==> src/rtl/id_ex_stage.sv <==
// ID/EX pipeline register with load-use stall and EX-branch flush control.
// Also keeps saturating stall and flush event counters.
module id_ex_stage #(
    parameter int CNT_W = 16
) (
    input  logic             clk,
    input  logic             reset,
    input  logic             ID_RegWrite,
    input  logic             ID_MemRead,
    input  logic             ID_MemWrite,
    input  logic             ID_ALUSrc1,
    input  logic             ID_ALUSrc2,
    input  logic             ID_Sign,
    input  logic             ID_BranchType,
    input  logic             ID_JumpType,
    input  logic [1:0]       ID_RegDst,
    input  logic [1:0]       ID_MemtoReg,
    input  logic [5:0]       ID_ALUFun,
    input  logic [31:0]      ID_PCplus4,
    input  logic [31:0]      ID_RsData,
    input  logic [31:0]      ID_RtData,
    input  logic [31:0]      ID_Imm,
    input  logic [4:0]       ID_Rs,
    input  logic [4:0]       ID_Rt,
    input  logic [4:0]       ID_Rd,
    input  logic [4:0]       ID_Shamt,
    input  logic             EX_ALUOut0,
    output logic             EX_RegWrite,
    output logic             EX_MemRead,
    output logic             EX_MemWrite,
    output logic             EX_ALUSrc1,
    output logic             EX_ALUSrc2,
    output logic             EX_Sign,
    output logic             EX_BranchType,
    output logic [1:0]       EX_RegDst,
    output logic [1:0]       EX_MemtoReg,
    output logic [5:0]       EX_ALUFun,
    output logic [31:0]      EX_PCplus4,
    output logic [31:0]      EX_RsData,
    output logic [31:0]      EX_RtData,
    output logic [31:0]      EX_Imm,
    output logic [4:0]       EX_Rs,
    output logic [4:0]       EX_Rt,
    output logic [4:0]       EX_Rd,
    output logic [4:0]       EX_Shamt,
    output logic             EX_Valid,
    output logic [4:0]       EX_WriteAddr,
    output logic             BranchTaken,
    output logic             Stall,
    output logic             FlushIFID,
    output logic [CNT_W-1:0] StallCnt,
    output logic [CNT_W-1:0] FlushCnt
);

    typedef struct packed {
        logic        regWrite;
        logic        memRead;
        logic        memWrite;
        logic        aluSrc1;
        logic        aluSrc2;
        logic        sign;
        logic        branchType;
        logic [1:0]  regDst;
        logic [1:0]  memtoReg;
        logic [5:0]  aluFun;
        logic [31:0] pcPlus4;
        logic [31:0] rsData;
        logic [31:0] rtData;
        logic [31:0] imm;
        logic [4:0]  rs;
        logic [4:0]  rt;
        logic [4:0]  rd;
        logic [4:0]  shamt;
        logic        valid;
    } exBundle_t;

    exBundle_t exReg;
    exBundle_t exNext;
    logic      loadUse;

    always_comb begin
        // NOTE: default assigned first so no path through the case infers a latch.
        EX_WriteAddr = exReg.rt;
        unique case (exReg.regDst)
            2'b00: EX_WriteAddr = exReg.rt;
            2'b01: EX_WriteAddr = exReg.rd;
            2'b10: EX_WriteAddr = 5'd31;
            2'b11: EX_WriteAddr = 5'd26;
        endcase
    end

    // Rs and Rt are always compared, even for formats that ignore Rt.
    assign loadUse     = exReg.valid & exReg.memRead & exReg.regWrite
                       & (EX_WriteAddr != 5'd0)
                       & ((EX_WriteAddr == ID_Rs) | (EX_WriteAddr == ID_Rt));
    assign BranchTaken = exReg.valid & exReg.branchType & EX_ALUOut0;
    assign Stall       = loadUse & ~BranchTaken;
    assign FlushIFID   = BranchTaken | (ID_JumpType & ~loadUse);

    // Anything other than a clean capture leaves exNext as an all-zero bubble.
    always_comb begin
        exNext = '0;
        if (!BranchTaken && !loadUse) begin
            exNext.regWrite   = ID_RegWrite;
            exNext.memRead    = ID_MemRead;
            exNext.memWrite   = ID_MemWrite;
            exNext.aluSrc1    = ID_ALUSrc1;
            exNext.aluSrc2    = ID_ALUSrc2;
            exNext.sign       = ID_Sign;
            exNext.branchType = ID_BranchType;
            exNext.regDst     = ID_RegDst;
            exNext.memtoReg   = ID_MemtoReg;
            exNext.aluFun     = ID_ALUFun;
            exNext.pcPlus4    = ID_PCplus4;
            exNext.rsData     = ID_RsData;
            exNext.rtData     = ID_RtData;
            exNext.imm        = ID_Imm;
            exNext.rs         = ID_Rs;
            exNext.rt         = ID_Rt;
            exNext.rd         = ID_Rd;
            exNext.shamt      = ID_Shamt;
            exNext.valid      = 1'b1;
        end
    end

    always_ff @(posedge clk or negedge reset) begin
        if (!reset) begin
            exReg    <= '0;
            StallCnt <= '0;
            FlushCnt <= '0;
        end else begin
            // NOTE: non-blocking so every register samples pre-edge values.
            exReg <= exNext;
            if (Stall && (StallCnt != '1))
                StallCnt <= StallCnt + 1'b1;
            if (BranchTaken && (FlushCnt != '1))
                FlushCnt <= FlushCnt + 1'b1;
        end
    end

    assign EX_RegWrite   = exReg.regWrite;
    assign EX_MemRead    = exReg.memRead;
    assign EX_MemWrite   = exReg.memWrite;
    assign EX_ALUSrc1    = exReg.aluSrc1;
    assign EX_ALUSrc2    = exReg.aluSrc2;
    assign EX_Sign       = exReg.sign;
    assign EX_BranchType = exReg.branchType;
    assign EX_RegDst     = exReg.regDst;
    assign EX_MemtoReg   = exReg.memtoReg;
    assign EX_ALUFun     = exReg.aluFun;
    assign EX_PCplus4    = exReg.pcPlus4;
    assign EX_RsData     = exReg.rsData;
    assign EX_RtData     = exReg.rtData;
    assign EX_Imm        = exReg.imm;
    assign EX_Rs         = exReg.rs;
    assign EX_Rt         = exReg.rt;
    assign EX_Rd         = exReg.rd;
    assign EX_Shamt      = exReg.shamt;
    assign EX_Valid      = exReg.valid;

endmodule

==> config.mk <==
export PLATFORM = sky130hd
export DESIGN_NAME = id_ex_stage
export DESIGN_NICKNAME = d
export VERILOG_FILES = /design/src/rtl/id_ex_stage.sv
export SDC_FILE = /design/constraint.sdc
export NUM_CORES = 1
export LEC_CHECK = 0
export ABC_AREA = 1
export CAP_MARGIN = 20
export CORE_AREA = 2 2 144 146
export CTS_CLUSTER_DIAMETER = 50
export DETAILED_ROUTE_END_ITERATION = 10
export DIE_AREA = 0 0 146 148
export DONT_BUFFER_PORTS = 1
export GPL_TIMING_DRIVEN = 0
export SKIP_CTS_REPAIR_TIMING = 1
export SLEW_MARGIN = 20
export SYNTH_ARGS = -nofsm -noshare
export SYNTH_HDL_FRONTEND = slang
export SYNTH_SLANG_ARGS = --single-unit
==> constraint.sdc <==
create_clock -name clk -period 2.11 [get_ports clk]
set_input_delay 0.211 -clock clk [delete_from_list [all_inputs] [get_ports clk]]
set_output_delay 0.211 -clock clk [all_outputs]
set_load 0.1 [all_outputs]
==> impl_metrics.py, run 1 <==
metrics = {
    "sta": {
        "rsz0062_at_grt": "yes",
        "final-setup-viol-count": 187,
        "fin_skew_ps": 20.3,
        "period_needed_ps": 2750,
        "hold_viol": 198,
        "worstMarginPinSlew_ps": 1020,
        "setup_ws_ps": -640,
        "slew_headroom_pct": 32.3,
        "fin_crit_sh_pct": 130,
        "hold_ws_ps": -519,
        "slew_viol_final": 0,
        "max_freq_mhz": 364,
    },
    "setup_path": {
        "critPathKind": "reg2out",
        "critPathSlowestCell": "dfrtp_4",
        "path_delay_family": "simple AND/OR/NAND/NOR gates",
        "setup.worst_path.start_class": "flop",
        "max_stage_delay_ps": 660,
        "crit_buf_inv": 2,
        "regToRegStartpoint": "EX_RegDst[1]",
        "critPathCaptureType": "output pin",
        "crit_fanout": 8,
        "arrival_ps": 2540,
        "crit_chain": "o21ai_4 > nand2_8 > nand2_1 > nand2_1 > inv_1 > nand3_1 > nand2_4 > nand3_4 > clkinvlp_4",
        "startpoint": "EX_RegDst[1]",
        "crit_top_cell": "nand2_1",
        "required_ps": 1900,
    },
    "placed_design": {
        "port_buffers": 0,
        "dp.cells": 1078,
        "detailed_place_hpwl_um": 14400,
        "dpl-instance-area_um2": 8070,
        "gp_congestion": 0.834,
    },
    "job": {
        "cap_viol_max_count": 0,
    },
    "cts": {
        "root_buffer": "clkbuf_16",
        "htree_levels": 4,
        "cts_made_buffers": 17,
        "clkSinkCount": 198,
        "cts.path.max_buffers": 2,
        "clkTransAtPathRegs_ps": 80,
        "worstSkewPairLatency_ps": 430,
        "tritoncts": "yes",
    },
    "power_and_ir_drop": {
        "leakagePower_nw": 5.72,
        "ir_drop_v": 0.000510,
        "p_total_w": 0.0115,
        "power_density_nw_per_um2": 1010,
    },
    "yosys": {
        "ys_seq_elements": 198,
        "yosys_warnings": 0,
        "synthMuxAreaShare_pct": 0,
        "yosys.area_share.simple_pct": 18.8,
        "synth_top_family_by_area": "simple AND/OR/NAND/NOR gates",
        "synthAdderAreaFrac_pct": 0.332,
        "synth_nets": 979,
        "postSynthAreaPerCell_um2": 9.32,
        "ys_seq_area_share_pct": 65.8,
        "synth_cell_types": 19,
        "synthCells": 808,
        "syn_area_um2": 7530,
        "synth_compound_area_share_pct": 0.399,
        "synth-xor-area-share_pct": 3.49,
    },
    "grt": {
        "grt_pass1_wl_um": 29100,
        "grt_overflow_total": 0,
        "antenna_found_initial": 1,
        "use_met3_pct": 8.18,
        "grt_usage_pct": 17.8,
        "gr-max-usage-layer": "met2",
        "grt_pass1_vias": 5011,
        "globalRouteMet2Util_pct": 29.3,
        "grt_max_degree": 199,
        "use_met1_pct": 21.3,
    },
    "routing": {
        "drtIter0Drc": 290,
        "drc": 0,
        "viasPerCell": 4.54,
        "first_pass_iters": 5,
        "ant_nets": 0,
        "vias": 5988,
        "drt-total-wl_um": 24100,
        "wl_per_cell_um": 18.2,
    },
    "layout": {
        "drive_gt1_share_pct": 17.9,
        "nets": 1206,
        "instances_no_fill": 1319,
        "syn_to_final_growth_pct": 51.6,
        "finish.instance_area_um2": 11400,
    },
    "die": {
        "rows": 52,
        "die_area_um2": 21600,
        "initial_utilization_pct": 37.6,
        "io-pin-count": 375,
        "die_height_um": 148,
        "die_width_um": 146,
        "core_area_um2": 20000,
    },
    "status": {
        "violations": "negative hold slack, negative setup slack",
        "status": "complete, but fails checks",
    },
    "min_path": {
        "hp-class": "in2async",
    },
}
[layout make-up]
cell class                 instances  area, um2
buffer                            19        308
timing repair buffer             209       2370
fill                            1640       8620
tap                              270        338
clock buffer                      18        439
inverter                         195        752
sequential                       198       5040
clock inverter                    14        156
multi-input combinational        395       2020
antenna                            1       2.50
[sequential cells by signal (all words and copies together), names as in the netlist, 2 cells and up]
name         count
EX_Rs            5
EX_RsData       32
EX_Imm          32
EX_Rd            5
FlushCnt        16
EX_ALUFun        6
EX_Rt            5
StallCnt        16
EX_MemtoReg      2
EX_Shamt         5
EX_RegDst        2
EX_RtData       32
EX_PCplus4      32
[synth_stat cells]
| cell type | count | share of area [%] |
|---|---|---|
| a21oi_1 | 2 | 0.13 |
| nor4_1 | 4 | 0.33 |
| buf_4 | 5 | 0.50 |
| xor2_1 | 19 | 2.2 |
| nand4_1 | 5 | 0.42 |
| xnor2_1 | 11 | 1.3 |
| o21ai_0 | 2 | 0.13 |
| nor3_1 | 8 | 0.53 |
| nand3_1 | 29 | 1.9 |
| nor2_1 | 190 | 9.5 |
| ha_1 | 2 | 0.33 |
| dfrtp_1 | 198 | 66 |
| o21ai_1 | 2 | 0.13 |
| nand2_1 | 119 | 5.9 |
| buf_2 | 15 | 1.0 |
| nand3b_1 | 1 | 0.10 |
| inv_2 | 1 | 0.050 |
| nor2_2 | 1 | 0.083 |
| inv_1 | 194 | 9.7 |
[final timing paths]
kind                       slack, ps  depth (start not counted)             to
max                             -640                          9          Stall
min                             -520                          0      EX_Imm[1]
max reg2reg                     -500                         14  EX_RsData[14]
min reg2reg                      820                          2    FlushCnt[1]
max in group asynchronous       2330                          0   EX_RtData[8]
min in group clk                 310                          6   FlushCnt[12]
[kinds of logic (layout without fill, tap and decap cells)]
family          Yosys count  after routing
simple gates            357            357
buf+inv                 215            455
flops                   198            198
xor+xnor                 30             30
compound gates            6              6
fa+ha+maj                 2              2
other cells               0              1
[routing by layer]
metal,vias to the layer above,routed length [um]
met2,270,12500
li1,2777,-
met3,33,2040
met5,-,0
met1,2908,9030
met4,0,482
[cell usage in the layout (no fill, tap or decap), types with 2 or more instances in the layout]
cell type / n
dfrtp_2: 30
nand2_8: 4
buf_6: 9
dfrtp_4: 12
buf_8: 11
clkinv_4: 4
nand2_4: 5
buf_4: 16
nand2_1: 102
inv_1: 189
nor2_4: 3
clkinvlp_4: 5
nor2_2: 14
nand3_1: 23
xnor2_1: 11
xor2_1: 19
a21oi_1: 2
nor3_1: 7
buf_12: 8
dfrtp_1: 156
nand4_1: 5
o21ai_4: 2
inv_8: 2
nand2_2: 8
nand3_2: 2
dlygate4sd3_1: 165
nor4_1: 4
o21ai_0: 2
nand3_4: 4
clkinv_8: 3
ha_4: 2
inv_4: 2
nor2_1: 174
clkbuf_16: 36
inv_6: 3
[where the power goes]
| group | internal (W) | leakage (nW) | switching (W) | total, W |
|---|---|---|---|---|
| combinational | 0.000694 | 3.05 | 0.000679 | 0.00137 |
| clock | 0.00163 | 0.287 | 0.00162 | 0.00325 |
| sequential | 0.00411 | 2.38 | 0.00279 | 0.00690 |
| total | 0.00643 | 5.72 | 0.00509 | 0.0115 |
[through the flow]
step,hold WS [ps],utilization (%),TNS (ps),setup WS (ps)
floorplan,-84.6,-,-367,-41.1
global placement,-80.9,40.3,-86260,-690
detailed placement,-80.7,40.3,-88690,-717
CTS,-547,43.2,-93590,-847
global route,-552,57.0,-82250,-723
finish,-519,57.0,-67250,-640
Power figures use the tool's default switching activity.
==> run 2, diff against run 1 <==
==> constraint.sdc (replaced) <==
create_clock -name clk -period 2.2 [get_ports clk]
set_input_delay 0.22 -clock clk [delete_from_list [all_inputs] [get_ports clk]]
set_output_delay 0.22 -clock clk [all_outputs]
set_load 0.1 [all_outputs]
==> run 2 against run 1 <==
  * The run still ends with negative hold slack, negative setup slack left
  * Clock power decreased by 1%
  * Non-clock buffer count decreased by 37
  * Final area fell by 8.3%
  * Critical path depth down 3
  * Clock-buffer cell count is 1 lower
  * Via count fell by 3.4%
  * Register-to-register slack gained 100 ps
  * Global-route usage increased by 0.089 points
  * Final cell count shrank 2.9%
  * Setup slack gained 83 ps
  * Routed wire length shrank 7.7%
==> impl_metrics.py, run 2 (same netlist as run 1, synthesis figures left out) <==
metrics = {
    "die": {
        "initial_utilization_pct": 37.6,
        "die_width_um": 146,
        "die_area_um2": 21600,
        "io-pin-count": 375,
        "die_height_um": 148,
        "core_area_um2": 20000,
        "rows": 52,
    },
    "layout": {
        "instances_no_fill": 1281,
        "diodes": 0,
        "post-route-util_pct": 52.3,
        "final_common_cell": "inv_1",
        "drive_gt1_share_pct": 11.9,
        "nFillCells": 1792,
        "syn_to_final_growth_pct": 39.1,
        "final_cell_mix": "inv_1 (191), nor2_1 (183), dfrtp_1 (165), dlygate4sd3_1 (165), nand2_1 (109)",
        "nets": 1169,
    },
    "grt": {
        "grt_overflow_total": 0,
        "grt_usage_pct": 17.9,
        "grt_pass1_wl_um": 29300,
        "antenna_found_initial": 0,
        "grt_max_degree": 199,
        "grt_pass1_vias": 5133,
    },
    "routing": {
        "drc": 0,
        "wl_per_cell_um": 17.3,
        "ant_nets": 0,
        "vias": 5786,
        "viasPerCell": 4.52,
        "drtIter0Drc": 293,
        "first_pass_iters": 4,
        "drt-total-wl_um": 22200,
    },
    "status": {
        "violations": "negative hold slack, negative setup slack",
        "status": "complete, but fails checks",
    },
    "setup_path": {
        "setup.worst_path.start_class": "flop",
        "arrival_ps": 2540,
        "required_ps": 1980,
        "critPathKind": "reg2out",
        "crit_fanout": 8,
        "critPathCaptureType": "output pin",
    },
    "sta": {
        "rsz0062_at_grt": "yes",
        "hold_viol": 198,
        "slew_headroom_pct": 29.2,
        "max_freq_mhz": 363,
        "hold_ws_ps": -516,
        "period_needed_ps": 2760,
        "final-setup-viol-count": 189,
        "worstMarginPinSlew_ps": 1060,
        "setup_ws_ps": -557,
        "slew_viol_final": 0,
        "fin_skew_ps": 22.5,
        "fin_crit_sh_pct": 125,
        "setup-tns-final_ps": -56120,
    },
    "cts": {
        "htree_levels": 4,
        "clkTransAtPathRegs_ps": 80,
        "root_buffer": "clkbuf_16",
        "cts.path.max_buffers": 2,
        "cts_made_buffers": 17,
        "tritoncts": "yes",
        "clkSinkCount": 198,
        "worstSkewPairLatency_ps": 430,
    },
    "power_and_ir_drop": {
        "ir_drop_v": 0.000553,
        "p_total_w": 0.0108,
        "leakagePower_nw": 5.38,
        "power_density_nw_per_um2": 1030,
    },
    "placed_design": {
        "port_buffers": 0,
        "gp_congestion": 0.902,
        "dp.cells": 1078,
        "detailed_place_hpwl_um": 14700,
    },
    "job": {
        "cap_viol_max_count": 0,
    },
    "min_path": {
        "hp-class": "in2async",
    },
}
-- run 2: changes by cell type in the layout (fill, tap and decap cells not counted), moves of 4 or more --
cell       delta
buf_12        -8
buf_2         +5
buf_4         -4
buf_6         -7
buf_8        -11
clkbuf_16    -19
clkbuf_4      +7
dfrtp_1       +9
dfrtp_2       -5
dfrtp_4       -4
nand2_1       +7
nor2_1        +9
nor2_2       -10
-- run 2: worst max-delay path: stages (launching register included) --
cell and delay [ps]:
dfrtp_4 680, o21ai_4 280, nand2_8 190, nor3_2 310
nor2_2 110, nand3_4 110, clkinvlp_4 420
-- run 2: cell type report --
cell class | instances | area [um2] | area share (%)
Clock buffer | 17 | 425 | 4.06
Timing Repair Buffer | 171 | 1700 | 16.2
Buffer | 20 | 145 | 1.39
Tap cell | 270 | 338 | 3.22
Inverter | 195 | 747 | 7.13
Clock inverter | 15 | 199 | 1.90
Multi-Input combinational cell | 395 | 1910 | 18.2
Sequential cell | 198 | 5020 | 47.9
-- run 2: layer usage --
layer  global-route usage [%]  wire length [um]  vias to the layer above
li1                         -                 -                     2689
met1                     20.1              8240                     2848
met2                     30.6             11900                      229
met3                     8.36              1750                       20
met4                     5.24               299                        0
met5                        0                 0                        -
-- run 2: final timing paths --
path	start	endpoint	slack, ps	cells after the start
worst min register to register	StallCnt[0]	StallCnt[0]	840	2
max in group asynchronous	reset	EX_PCplus4[12]	2300	0
worst min-delay path	reset	StallCnt[8]	-520	0
worst max-delay path	EX_RegDst[1]	Stall	-560	6
worst max register to register	EX_RegDst[1]	EX_Imm[22]	-400	9
min in group clk	EX_ALUOut0	FlushCnt[12]	190	5
-- run 2: where the power goes --
group	switching [W]	internal, W	total (W)
registers	0.00267	0.00393	0.00660
clock network	0.00155	0.00166	0.00321
logic	0.000569	0.000422	0.000991
total	0.00479	0.00601	0.0108
-- run 2: per-stage QoR --
step                      area (um2)  setup WS (ps)
after floorplan                 7640          -46.5
after global placement          7980           -752
after detailed placement        7980           -786
after CTS                       8600           -977
after global routing           10500           -671
final                          10500           -557
